$ cat src/rtl/axi_stream_pkg.sv
// Shared defaults, FSM state encoding and byte-count helpers for the AXI-Stream header stages.
package axi_stream_pkg;

  localparam int DATA_WD_DEF      = 32;
  localparam int DATA_BYTE_WD_DEF = DATA_WD_DEF / 8;
  localparam int MAX_BYTES        = 64;

  localparam logic [1:0] ST_IDLE = 2'd0;
  localparam logic [1:0] ST_HDR  = 2'd1;
  localparam logic [1:0] ST_BODY = 2'd2;
  localparam logic [1:0] ST_TAIL = 2'd3;

  function automatic int popcount(input logic [MAX_BYTES-1:0] v);
    int c;
    c = 0;
    for (int i = 0; i < MAX_BYTES; i++) begin
      if (v[i]) c++;
    end
    return c;
  endfunction

  // Top cnt bits of an nbytes-wide keep set; callers truncate to their lane count.
  function automatic logic [MAX_BYTES-1:0] keep_msb(input int cnt, input int nbytes);
    logic [MAX_BYTES-1:0] m;
    m = '0;
    for (int i = 0; i < MAX_BYTES; i++) begin
      m[i] = (i < nbytes) && (i >= nbytes - cnt);
    end
    return m;
  endfunction

endpackage

$ cat src/rtl/axis_byte_realign.sv
// Combinational byte re-alignment: masks the incoming beat, splits it at the k-byte header
// boundary, and joins the carried residual with the new beat's top k bytes.
module axis_byte_realign
  import axi_stream_pkg::*;
#(
  parameter int DATA_WD      = 32,
  parameter int DATA_BYTE_WD = DATA_WD / 8,
  parameter int BYTE_CNT_WD  = $clog2(DATA_BYTE_WD)
) (
  input  logic [DATA_WD-1:0]      data_i,
  input  logic [DATA_BYTE_WD-1:0] keep_i,
  input  logic [DATA_WD-1:0]      residual_i,
  input  logic [BYTE_CNT_WD:0]    k_i,
  input  logic [BYTE_CNT_WD:0]    r_i,
  output logic [DATA_WD-1:0]      beat_o,
  output logic [BYTE_CNT_WD:0]    n_o,
  output logic [DATA_WD-1:0]      hdr_dat_o,
  output logic [DATA_WD-1:0]      body_dat_o,
  output logic [DATA_WD-1:0]      tail_dat_o,
  output logic [DATA_BYTE_WD-1:0] body_last_keep_o,
  output logic [DATA_BYTE_WD-1:0] tail_keep_o
);

  localparam int CW = BYTE_CNT_WD + 1;

  int hsh;
  int ksh;

  // Invalid lanes are forced to zero so every padding byte downstream is zero.
  always_comb begin
    beat_o = '0;
    for (int i = 0; i < DATA_BYTE_WD; i++) begin
      beat_o[8*i +: 8] = data_i[8*i +: 8] & {8{keep_i[i]}};
    end
  end

  always_comb begin
    hsh = 8 * (DATA_BYTE_WD - int'(k_i));
    ksh = 8 * int'(k_i);
  end

  assign n_o        = CW'(popcount(MAX_BYTES'(keep_i)));
  assign hdr_dat_o  = beat_o >> hsh;
  assign tail_dat_o = residual_i << ksh;
  assign body_dat_o = (residual_i << ksh) | (beat_o >> hsh);

  assign body_last_keep_o = DATA_BYTE_WD'(keep_msb(DATA_BYTE_WD - int'(k_i) + int'(n_o), DATA_BYTE_WD));
  assign tail_keep_o      = DATA_BYTE_WD'(keep_msb(int'(r_i), DATA_BYTE_WD));

endmodule

$ cat src/rtl/axi_stream_extract_header.sv
// Strips a 0..B byte header from each packet onto a side channel and re-aligns the payload
// to the MSB lane; one cycle of latency, each output register loads only when it is free.
module axi_stream_extract_header
  import axi_stream_pkg::*;
#(
  parameter int DATA_WD      = DATA_WD_DEF,
  parameter int DATA_BYTE_WD = DATA_WD / 8,
  parameter int BYTE_CNT_WD  = $clog2(DATA_BYTE_WD)
) (
  input  logic                    clk,
  input  logic                    rst_n,
  input  logic                    valid_in,
  input  logic [DATA_WD-1:0]      data_in,
  input  logic [DATA_BYTE_WD-1:0] keep_in,
  input  logic                    last_in,
  output logic                    ready_in,
  output logic                    valid_out,
  output logic [DATA_WD-1:0]      data_out,
  output logic [DATA_BYTE_WD-1:0] keep_out,
  output logic                    last_out,
  input  logic                    ready_out,
  input  logic                    valid_extract,
  input  logic [DATA_BYTE_WD-1:0] keep_extract,
  output logic                    ready_extract,
  output logic                    valid_hdr,
  output logic [DATA_WD-1:0]      data_hdr,
  output logic [DATA_BYTE_WD-1:0] keep_hdr,
  input  logic                    ready_hdr
);

  localparam int CW = BYTE_CNT_WD + 1;
  localparam logic [DATA_BYTE_WD-1:0] KEEP_ALL = '1;

  logic [1:0]              state_q, state_d;
  logic [CW-1:0]           k_q, k_d, r_q, r_d;
  logic [DATA_BYTE_WD-1:0] kext_q, kext_d;
  logic [DATA_WD-1:0]      residual_q, residual_d;
  logic                    valid_out_q, valid_out_d, last_out_q, last_out_d;
  logic [DATA_WD-1:0]      data_out_q, data_out_d;
  logic [DATA_BYTE_WD-1:0] keep_out_q, keep_out_d;
  logic                    valid_hdr_q, valid_hdr_d;
  logic [DATA_WD-1:0]      data_hdr_q, data_hdr_d;
  logic [DATA_BYTE_WD-1:0] keep_hdr_q, keep_hdr_d;

  logic                    pay_free, hdr_free, in_acc;
  logic [DATA_WD-1:0]      beat, hdr_dat, body_dat, tail_dat;
  logic [CW-1:0]           n;
  logic [DATA_BYTE_WD-1:0] body_last_keep, tail_keep;

  assign pay_free      = !valid_out_q || ready_out;
  assign hdr_free      = !valid_hdr_q || ready_hdr;
  assign ready_extract = (state_q == ST_IDLE);
  // A still-pending header only blocks the first beat of the next packet.
  assign ready_in      = ((state_q == ST_HDR) && hdr_free && pay_free) ||
                         ((state_q == ST_BODY) && pay_free);
  assign in_acc        = valid_in && ready_in;

  axis_byte_realign #(
    .DATA_WD     (DATA_WD),
    .DATA_BYTE_WD(DATA_BYTE_WD),
    .BYTE_CNT_WD (BYTE_CNT_WD)
  ) u_realign (
    .data_i          (data_in),
    .keep_i          (keep_in),
    .residual_i      (residual_q),
    .k_i             (k_q),
    .r_i             (r_q),
    .beat_o          (beat),
    .n_o             (n),
    .hdr_dat_o       (hdr_dat),
    .body_dat_o      (body_dat),
    .tail_dat_o      (tail_dat),
    .body_last_keep_o(body_last_keep),
    .tail_keep_o     (tail_keep)
  );

  always_comb begin
    state_d     = state_q;
    k_d         = k_q;
    r_d         = r_q;
    kext_d      = kext_q;
    residual_d  = residual_q;
    valid_out_d = valid_out_q;
    data_out_d  = data_out_q;
    keep_out_d  = keep_out_q;
    last_out_d  = last_out_q;
    valid_hdr_d = valid_hdr_q;
    data_hdr_d  = data_hdr_q;
    keep_hdr_d  = keep_hdr_q;
    if (pay_free) valid_out_d = 1'b0;
    if (hdr_free) valid_hdr_d = 1'b0;
    case (state_q)
      ST_IDLE: begin
        if (valid_extract) begin
          k_d     = CW'(popcount(MAX_BYTES'(keep_extract)));
          kext_d  = keep_extract;
          state_d = ST_HDR;
        end
      end
      ST_HDR: begin
        if (in_acc) begin
          if (k_q != '0) begin
            data_hdr_d  = hdr_dat;
            keep_hdr_d  = kext_q;
            valid_hdr_d = 1'b1;
          end
          residual_d = beat;
          r_d        = (n > k_q) ? n - k_q : '0;
          if (!last_in)     state_d = ST_BODY;
          else if (n > k_q) state_d = ST_TAIL;
          else              state_d = ST_IDLE;
        end
      end
      ST_BODY: begin
        if (in_acc) begin
          data_out_d  = body_dat;
          keep_out_d  = KEEP_ALL;
          last_out_d  = 1'b0;
          valid_out_d = 1'b1;
          residual_d  = beat;
          if (last_in) begin
            if (n <= k_q) begin
              last_out_d = 1'b1;
              keep_out_d = body_last_keep;
              state_d    = ST_IDLE;
            end else begin
              r_d     = n - k_q;
              state_d = ST_TAIL;
            end
          end
        end
      end
      ST_TAIL: begin
        if (pay_free) begin
          data_out_d  = tail_dat;
          keep_out_d  = tail_keep;
          last_out_d  = 1'b1;
          valid_out_d = 1'b1;
          state_d     = ST_IDLE;
        end
      end
      default: state_d = ST_IDLE;
    endcase
  end

  always_ff @(posedge clk or negedge rst_n) begin
    if (!rst_n) begin
      state_q     <= ST_IDLE;
      k_q         <= '0;
      r_q         <= '0;
      kext_q      <= '0;
      residual_q  <= '0;
      valid_out_q <= 1'b0;
      data_out_q  <= '0;
      keep_out_q  <= '0;
      last_out_q  <= 1'b0;
      valid_hdr_q <= 1'b0;
      data_hdr_q  <= '0;
      keep_hdr_q  <= '0;
    end else begin
      state_q     <= state_d;
      k_q         <= k_d;
      r_q         <= r_d;
      kext_q      <= kext_d;
      residual_q  <= residual_d;
      valid_out_q <= valid_out_d;
      data_out_q  <= data_out_d;
      keep_out_q  <= keep_out_d;
      last_out_q  <= last_out_d;
      valid_hdr_q <= valid_hdr_d;
      data_hdr_q  <= data_hdr_d;
      keep_hdr_q  <= keep_hdr_d;
    end
  end

  assign valid_out = valid_out_q;
  assign data_out  = data_out_q;
  assign keep_out  = keep_out_q;
  assign last_out  = last_out_q;
  assign valid_hdr = valid_hdr_q;
  assign data_hdr  = data_hdr_q;
  assign keep_hdr  = keep_hdr_q;

endmodule

$ cat config.mk
export PLATFORM = sky130hd
export DESIGN_NAME = axi_stream_extract_header
export DESIGN_NICKNAME = d
export VERILOG_FILES = /design/src/rtl/axi_stream_pkg.sv /design/src/rtl/axis_byte_realign.sv /design/src/rtl/axi_stream_extract_header.sv
export SDC_FILE = /design/constraint.sdc
export NUM_CORES = 1
export LEC_CHECK = 0
export CAP_MARGIN = 5
export CORE_AREA = 2 2 143 145
export CTS_CLUSTER_SIZE = 40
export DETAILED_ROUTE_END_ITERATION = 12
export DIE_AREA = 0 0 145 147
export PLACE_DENSITY = 0.71
export SYNTH_ARGS = -nofsm -noshare
export SYNTH_HDL_FRONTEND = slang
export SYNTH_HIERARCHICAL = 1
export SYNTH_SLANG_ARGS = --single-unit
$ cat constraint.sdc
create_clock -name clk -period 6.55 [get_ports clk]
set_input_delay 0.9825 -clock clk [delete_from_list [all_inputs] [get_ports clk]]
set_output_delay 0.9825 -clock clk [all_outputs]
set_load 0.05 [all_outputs]
==> results of run 1 <==
Yosys cell counts, types with 9 or more instances:
master	count
nand2_1	29
mux2_2	31
o21bai_1	9
buf_2	17
and3b_1	15
or2_2	18
and2_1	31
nor2_1	101
a21oi_1	60
mux2i_1	65
ha_1	35
clkbuf_1	25
mux2_4	10
nor2b_1	12
dfrtp_1	119
inv_1	37
and3_1	16
mux2_1	29
a211oi_1	19
o22ai_1	23
o21ai_0	19
flip-flops by register name, summed over array words and instances, names as in the netlist:
| signal | count |
|---|---|
| data_hdr | 32 |
| data_out | 32 |
| k_q | 3 |
| keep_hdr | 4 |
| keep_out | 4 |
| kext_q | 4 |
| last_out | 1 |
| r_q | 3 |
| residual_q | 32 |
| state_q | 2 |
| valid_hdr | 1 |
| valid_out | 1 |
final cells by class:
type | instances | area (sq um) | area share (%)
tap | 270 | 337.8 | 3.461
clock inverter | 8 | 97.59 | 0.9997
inverter | 38 | 142.6 | 1.461
clock buffer | 22 | 484.2 | 4.960
sequential | 119 | 2979 | 30.52
multi-input combinational | 603 | 4424 | 45.32
timing repair buffer | 132 | 1296 | 13.28
final timing paths:
path | cells past startpoint | end | slack, ns
setup / recovery | 19 | keep_out[2]$_DFFE_PN0P_ | 0.58
hold / removal | 1 | data_hdr[2]$_DFFE_PN0P_ | 0.48
setup reg to reg | 16 | keep_out[2]$_DFFE_PN0P_ | 1.66
hold reg to reg | 1 | data_hdr[2]$_DFFE_PN0P_ | 0.48
max in group asynchronous | 2 | state_q[1]$_DFFE_PN0P_ | 4.64
min in group asynchronous | 1 | data_out[19]$_DFFE_PN0P_ | 0.63
stage by stage:
stage          setup slack, ns  area (sq um)  utilization (%)  hold slack (ns)  instances
6_report                0.5760          9762            49.19           0.4812       1192
5_1_grt                 0.1668          9762            49.19           0.4989       1192
4_1_cts                 0.7320          9762            49.19           0.4876       1192
3_5_place_dp            0.3028          9180            46.26           0.4740       1162
3_3_place_gp            0.5508          9180            46.26           0.4643       1162
2_1_floorplan            1.524          7804                -           0.4460        813
metal layers:
layer	GRT usage [%]	wire length [um]	vias up
li1	-	-	3057
met1	28.56	9993	3070
met2	31.21	9684	248
met3	4.845	1479	34
met4	8.663	584	0
met5	0	0	-
critical path: cells and delay by family:
kind	cells	cell delay (ns)
adders and majority gates	4	1.46
AOI/OAI and AO/OA	6	1.45
buffers and inverters	4	1.17
and+or+nand+nor	3	0.99
xor gates and xnor gates	1	0.16
muxes	1	0.11
cells by family after synthesis:
group,Yosys count,share of synthesized area [%]
flops,119,38.16
compound gates,169,13.61
simple gates,251,16.66
mux,135,18.92
xor+xnor,11,1.235
fa+ha+maj,37,6.125
buf+inv,91,5.291
==> results.py, run 1 <==
metrics = {
    "outcome": {
        "outcome": "finished clean",
    },
    "routing": {
        "vias": 6409,
        "drt-initial-drc-count": 542,
        "vias_per_cell": 5.377,
        "ant_nets": 0,
        "drc": 0,
        "drtPass1Iterations": 5,
        "wl_per_cell_um": 18.24,
        "routed_wirelength_um": 21740,
    },
    "finish": {
        "layout_commonest_cell": "clkdlybuf4s50_1",
        "antennaDiodeCount": 0,
        "drive_gt1_share_pct": 11.71,
        "finalNetCount": 995,
        "syn_to_final_growth_pct": 25.09,
        "fillers": 1840,
        "final_cell_mix": "122 x clkdlybuf4s50_1, 118 x dfrtp_1, 100 x nor2_1, 65 x mux2i_1, 60 x a21oi_1",
    },
    "clocking": {
        "clkSlewWorstSetupHoldPaths_ns": 0.06,
        "cts.sinks": 119,
        "root_buffer": "clkbuf_16",
        "post-cts-setup-buffers": 0,
        "clk_latency_ns": 0.43,
        "ctsResizeCount": 0,
        "hold_buffers": 0,
        "clk_path_buf_depth": 2,
        "numCtsBuffers": 17,
        "htree_levels": 4,
        "cts_tree": "done",
    },
    "setup_path": {
        "slowest_stage": "clkdlybuf4s50_1",
        "startpoint": "keep_in[0]",
        "critPathArrivalTime_ns": 6.33,
        "worstPathMaxFanout": 18,
        "path_class": "in -> reg",
        "crit_required_ns": 6.90,
        "reg2reg_from": "k_q[1]$_DFFE_PN0P_",
        "cp-end-kind": "flop",
        "crit_chain": "clkdlybuf4s50_1 -> inv_1 -> ha_1 -> xnor2_1 -> nand2_1 -> o21ai_0 -> fa_1 -> inv_1 -> ha_1 -> inv_1 -> a21oi_1 -> o221ai_1 -> ha_1 -> or4_1 -> nor4_1 -> o311ai_1 -> o41ai_2 -> mux2i_1 -> a21oi_1",
        "slowest_delay_ns": 0.78,
        "start_kind": "input port",
    },
    "synth": {
        "syn_area_sq_mm": 0.007804,
        "synth_seq_area_share_pct": 38.16,
        "async_flop_share_pct": 100.0,
        "yosys_warnings": 6,
        "ys_ff_latch": 119,
        "ys_types": 58,
        "synthTopCellsByArea": "dfrtp_1 38%, mux2i_1 8.3%, ha_1 5.6%",
        "synth_nets": 897,
        "yosysTopAreaCell": "dfrtp_1",
        "synth-edff-count": 0,
        "synthCells": 813,
        "synth_area_per_cell_sq_um": 9.599,
        "synth_top_area_share_pct": 38.16,
        "ys.flop_type": "dfrtp_1",
    },
    "floorplan": {
        "dieArea_sq_mm": 0.02132,
        "core-area_sq_mm": 0.01984,
        "die-width_um": 145,
        "io-pin-count": 124,
        "start_util_pct": 39.33,
        "placementRows": 52,
        "die_h_um": 147,
    },
    "sta": {
        "relSlewSlack_pct": 30.28,
        "min_period_over_period_pct": 91.21,
        "rsz0062_at_grt": "false",
        "finalHoldViolCount": 0,
        "setup_tns_ns": 0,
        "min_period_ns": 5.974,
        "fmax_ghz": 0.1674,
        "worst_pin_slew_ns": 1.046,
        "final-setup-viol-count": 0,
        "fin_skew_ns": 0.008020,
        "slew_viol_final": 0,
    },
    "placement": {
        "gp_congestion": 0.9044,
        "portBuffers": 123,
        "dpl.hpwl_um": 15990,
    },
    "run": {
        "max-cap-violations": 0,
    },
    "grt": {
        "first_global_vias": 6226,
        "grt_overflow_total": 0,
        "grt_pass1_wl_um": 34340,
        "grt_usage_pct": 20.66,
        "antenna_found_initial": 0,
        "grt_max_degree": 79,
    },
    "min_path": {
        "hold_class": "reg -> reg",
        "hp-start": "data_hdr[2]$_DFFE_PN0P_",
    },
}
Power of run 1 is left out: the tool's default activity adds up to more than one toggle a clock period on the data nets, which glitch-free logic cannot reach.
==> run 2: changes to the inputs <==
Settings changed: CTS_CLUSTER_SIZE 40 to 30.
==> results of run 2 <==
The final DEF is identical to that of run 1; final timing and power are the same.
Power of run 2 is left out for the same reason.
==> run 3: changes to the inputs <==
Settings changed: CORE_AREA 2 2 143 145 to 2 2 135 137, DIE_AREA 0 0 145 147 to 0 0 137 139, PLACE_DENSITY 0.71 to 0.77.
==> results.py, run 3 (synthesized netlist as in run 1, its figures left out) <==
metrics = {
    "outcome": {
        "outcome": "finished clean",
    },
    "finish": {
        "syn_to_final_growth_pct": 24.90,
        "fin_util_pct": 55.20,
        "layout_commonest_cell": "clkdlybuf4s50_1",
        "fillers": 1564,
        "antennaDiodeCount": 0,
        "finalNetCount": 998,
        "final_cell_mix": "122 x clkdlybuf4s50_1, 118 x dfrtp_1, 100 x nor2_1, 65 x mux2i_1, 60 x a21oi_1",
        "drive_gt1_share_pct": 12.08,
    },
    "floorplan": {
        "core-area_sq_mm": 0.01766,
        "start_util_pct": 44.20,
        "die-width_um": 137,
        "placementRows": 49,
        "dieArea_sq_mm": 0.01904,
        "io-pin-count": 124,
        "die_h_um": 139,
    },
    "routing": {
        "routed_wirelength_um": 21720,
        "drt-initial-drc-count": 657,
        "wl_per_cell_um": 18.79,
        "ant_nets": 0,
        "drtPass1Iterations": 6,
        "drc": 0,
        "vias": 6456,
        "vias_per_cell": 5.585,
    },
    "placement": {
        "gp_congestion": 0.9420,
        "portBuffers": 123,
        "dpl.hpwl_um": 15580,
    },
    "clocking": {
        "hold_buffers": 0,
        "clk_latency_ns": 0.42,
        "cts_tree": "done",
        "root_buffer": "clkbuf_16",
        "clkSlewWorstSetupHoldPaths_ns": 0.06,
        "numCtsBuffers": 17,
        "clk_path_buf_depth": 2,
        "post-cts-setup-buffers": 0,
        "cts.sinks": 119,
        "ctsResizeCount": 0,
        "htree_levels": 4,
    },
    "setup_path": {
        "cp-end-kind": "flop",
        "worstPathMaxFanout": 18,
        "slowest_delay_ns": 0.58,
        "crit_chain": "clkdlybuf4s50_1 -> buf_4 -> inv_1 -> ha_1 -> xnor2_1 -> nand2_1 -> o21ai_0 -> fa_1 -> inv_1 -> ha_1 -> inv_1 -> a21oi_1 -> o221ai_1 -> ha_1 -> or4_1 -> nor4_1 -> o311ai_1 -> o41ai_2 -> mux2i_1 -> a21oi_1",
        "startpoint": "keep_in[1]",
        "worst_r2r_path_depth": 15,
        "r2r_slack_ns": 2.02,
        "start_kind": "input port",
        "reg2reg_from": "k_q[0]$_DFFE_PN0P_",
        "critPathArrivalTime_ns": 6.00,
        "slowest_stage": "fa_1",
        "r2r_end": "keep_out[2]$_DFFE_PN0P_",
        "path_class": "in -> reg",
        "crit_required_ns": 6.89,
    },
    "sta": {
        "worst_pin_slew_ns": 1.054,
        "fmax_ghz": 0.1767,
        "min_period_ns": 5.658,
        "setup_tns_ns": 0,
        "finalHoldWorstSlack_ns": 0.4838,
        "fin_skew_ns": 0.008329,
        "finalHoldViolCount": 0,
        "final-setup-viol-count": 0,
        "relSlewSlack_pct": 29.72,
        "slew_viol_final": 0,
        "rsz0062_at_grt": "false",
        "min_period_over_period_pct": 86.38,
    },
    "min_path": {
        "min_to": "data_hdr[15]$_DFFE_PN0P_",
        "hp-start": "data_hdr[15]$_DFFE_PN0P_",
        "min_path_cells": 1,
        "hold_class": "reg -> reg",
    },
    "grt": {
        "grt_max_degree": 79,
        "grt_overflow_total": 0,
        "antenna_found_initial": 0,
        "first_global_vias": 6135,
        "grt_pass1_wl_um": 33670,
        "grt_usage_pct": 23.12,
    },
    "run": {
        "max-cap-violations": 0,
    },
}
[run 3: through the flow]
stage	instance area [sq um]	worst slack, ns	instances
global route	9747	0.6391	1156
CTS	9747	0.9722	1156
detailed placement	9151	0.5910	1124
floorplan	7804	1.524	813
global placement	9151	0.7013	1124
finish	9747	0.8919	1156
[run 3: worst max path at each step]
stage	end	cells after the start
2_1_floorplan	keep_out[2]$_DFFE_PN0P_	19
3_3_place_gp	keep_out[2]$_DFFE_PN0P_	20
3_5_place_dp	keep_out[2]$_DFFE_PN0P_	20
4_1_cts	keep_out[2]$_DFFE_PN0P_	20
5_1_grt	keep_out[0]$_DFFE_PN0P_	20
6_report	keep_out[2]$_DFFE_PN0P_	20
[run 3: area by class of cell]
type | instances | area, sq um | share of cell area, %
inverters | 38 | 142.6 | 1.463
clock inverters | 10 | 121.4 | 1.245
well taps | 229 | 286.5 | 2.940
repair buffers | 135 | 1319 | 13.53
multi-input cells | 603 | 4424 | 45.39
clock buffers | 22 | 474.2 | 4.865
flip-flops and latches | 119 | 2979 | 30.56
[run 3: critical path, delay by kind of cell]
kind / cells / cell delay, ns
compound gates: 6 / 1.36
xor+xnor: 1 / 0.25
fa+ha+maj: 4 / 1.40
buf+inv: 5 / 1.04
mux: 1 / 0.10
simple gates: 3 / 0.87
[run 3: metal layers]
metal  up-vias  track usage (%)  wire [um]
met5         -                0          0
met2       307            34.46       9609
met3        47            5.154       1779
met4         0            10.09        715
li1       3079                -          -
met1      3023            32.11       9615
Power of run 3 is left out for the same reason.
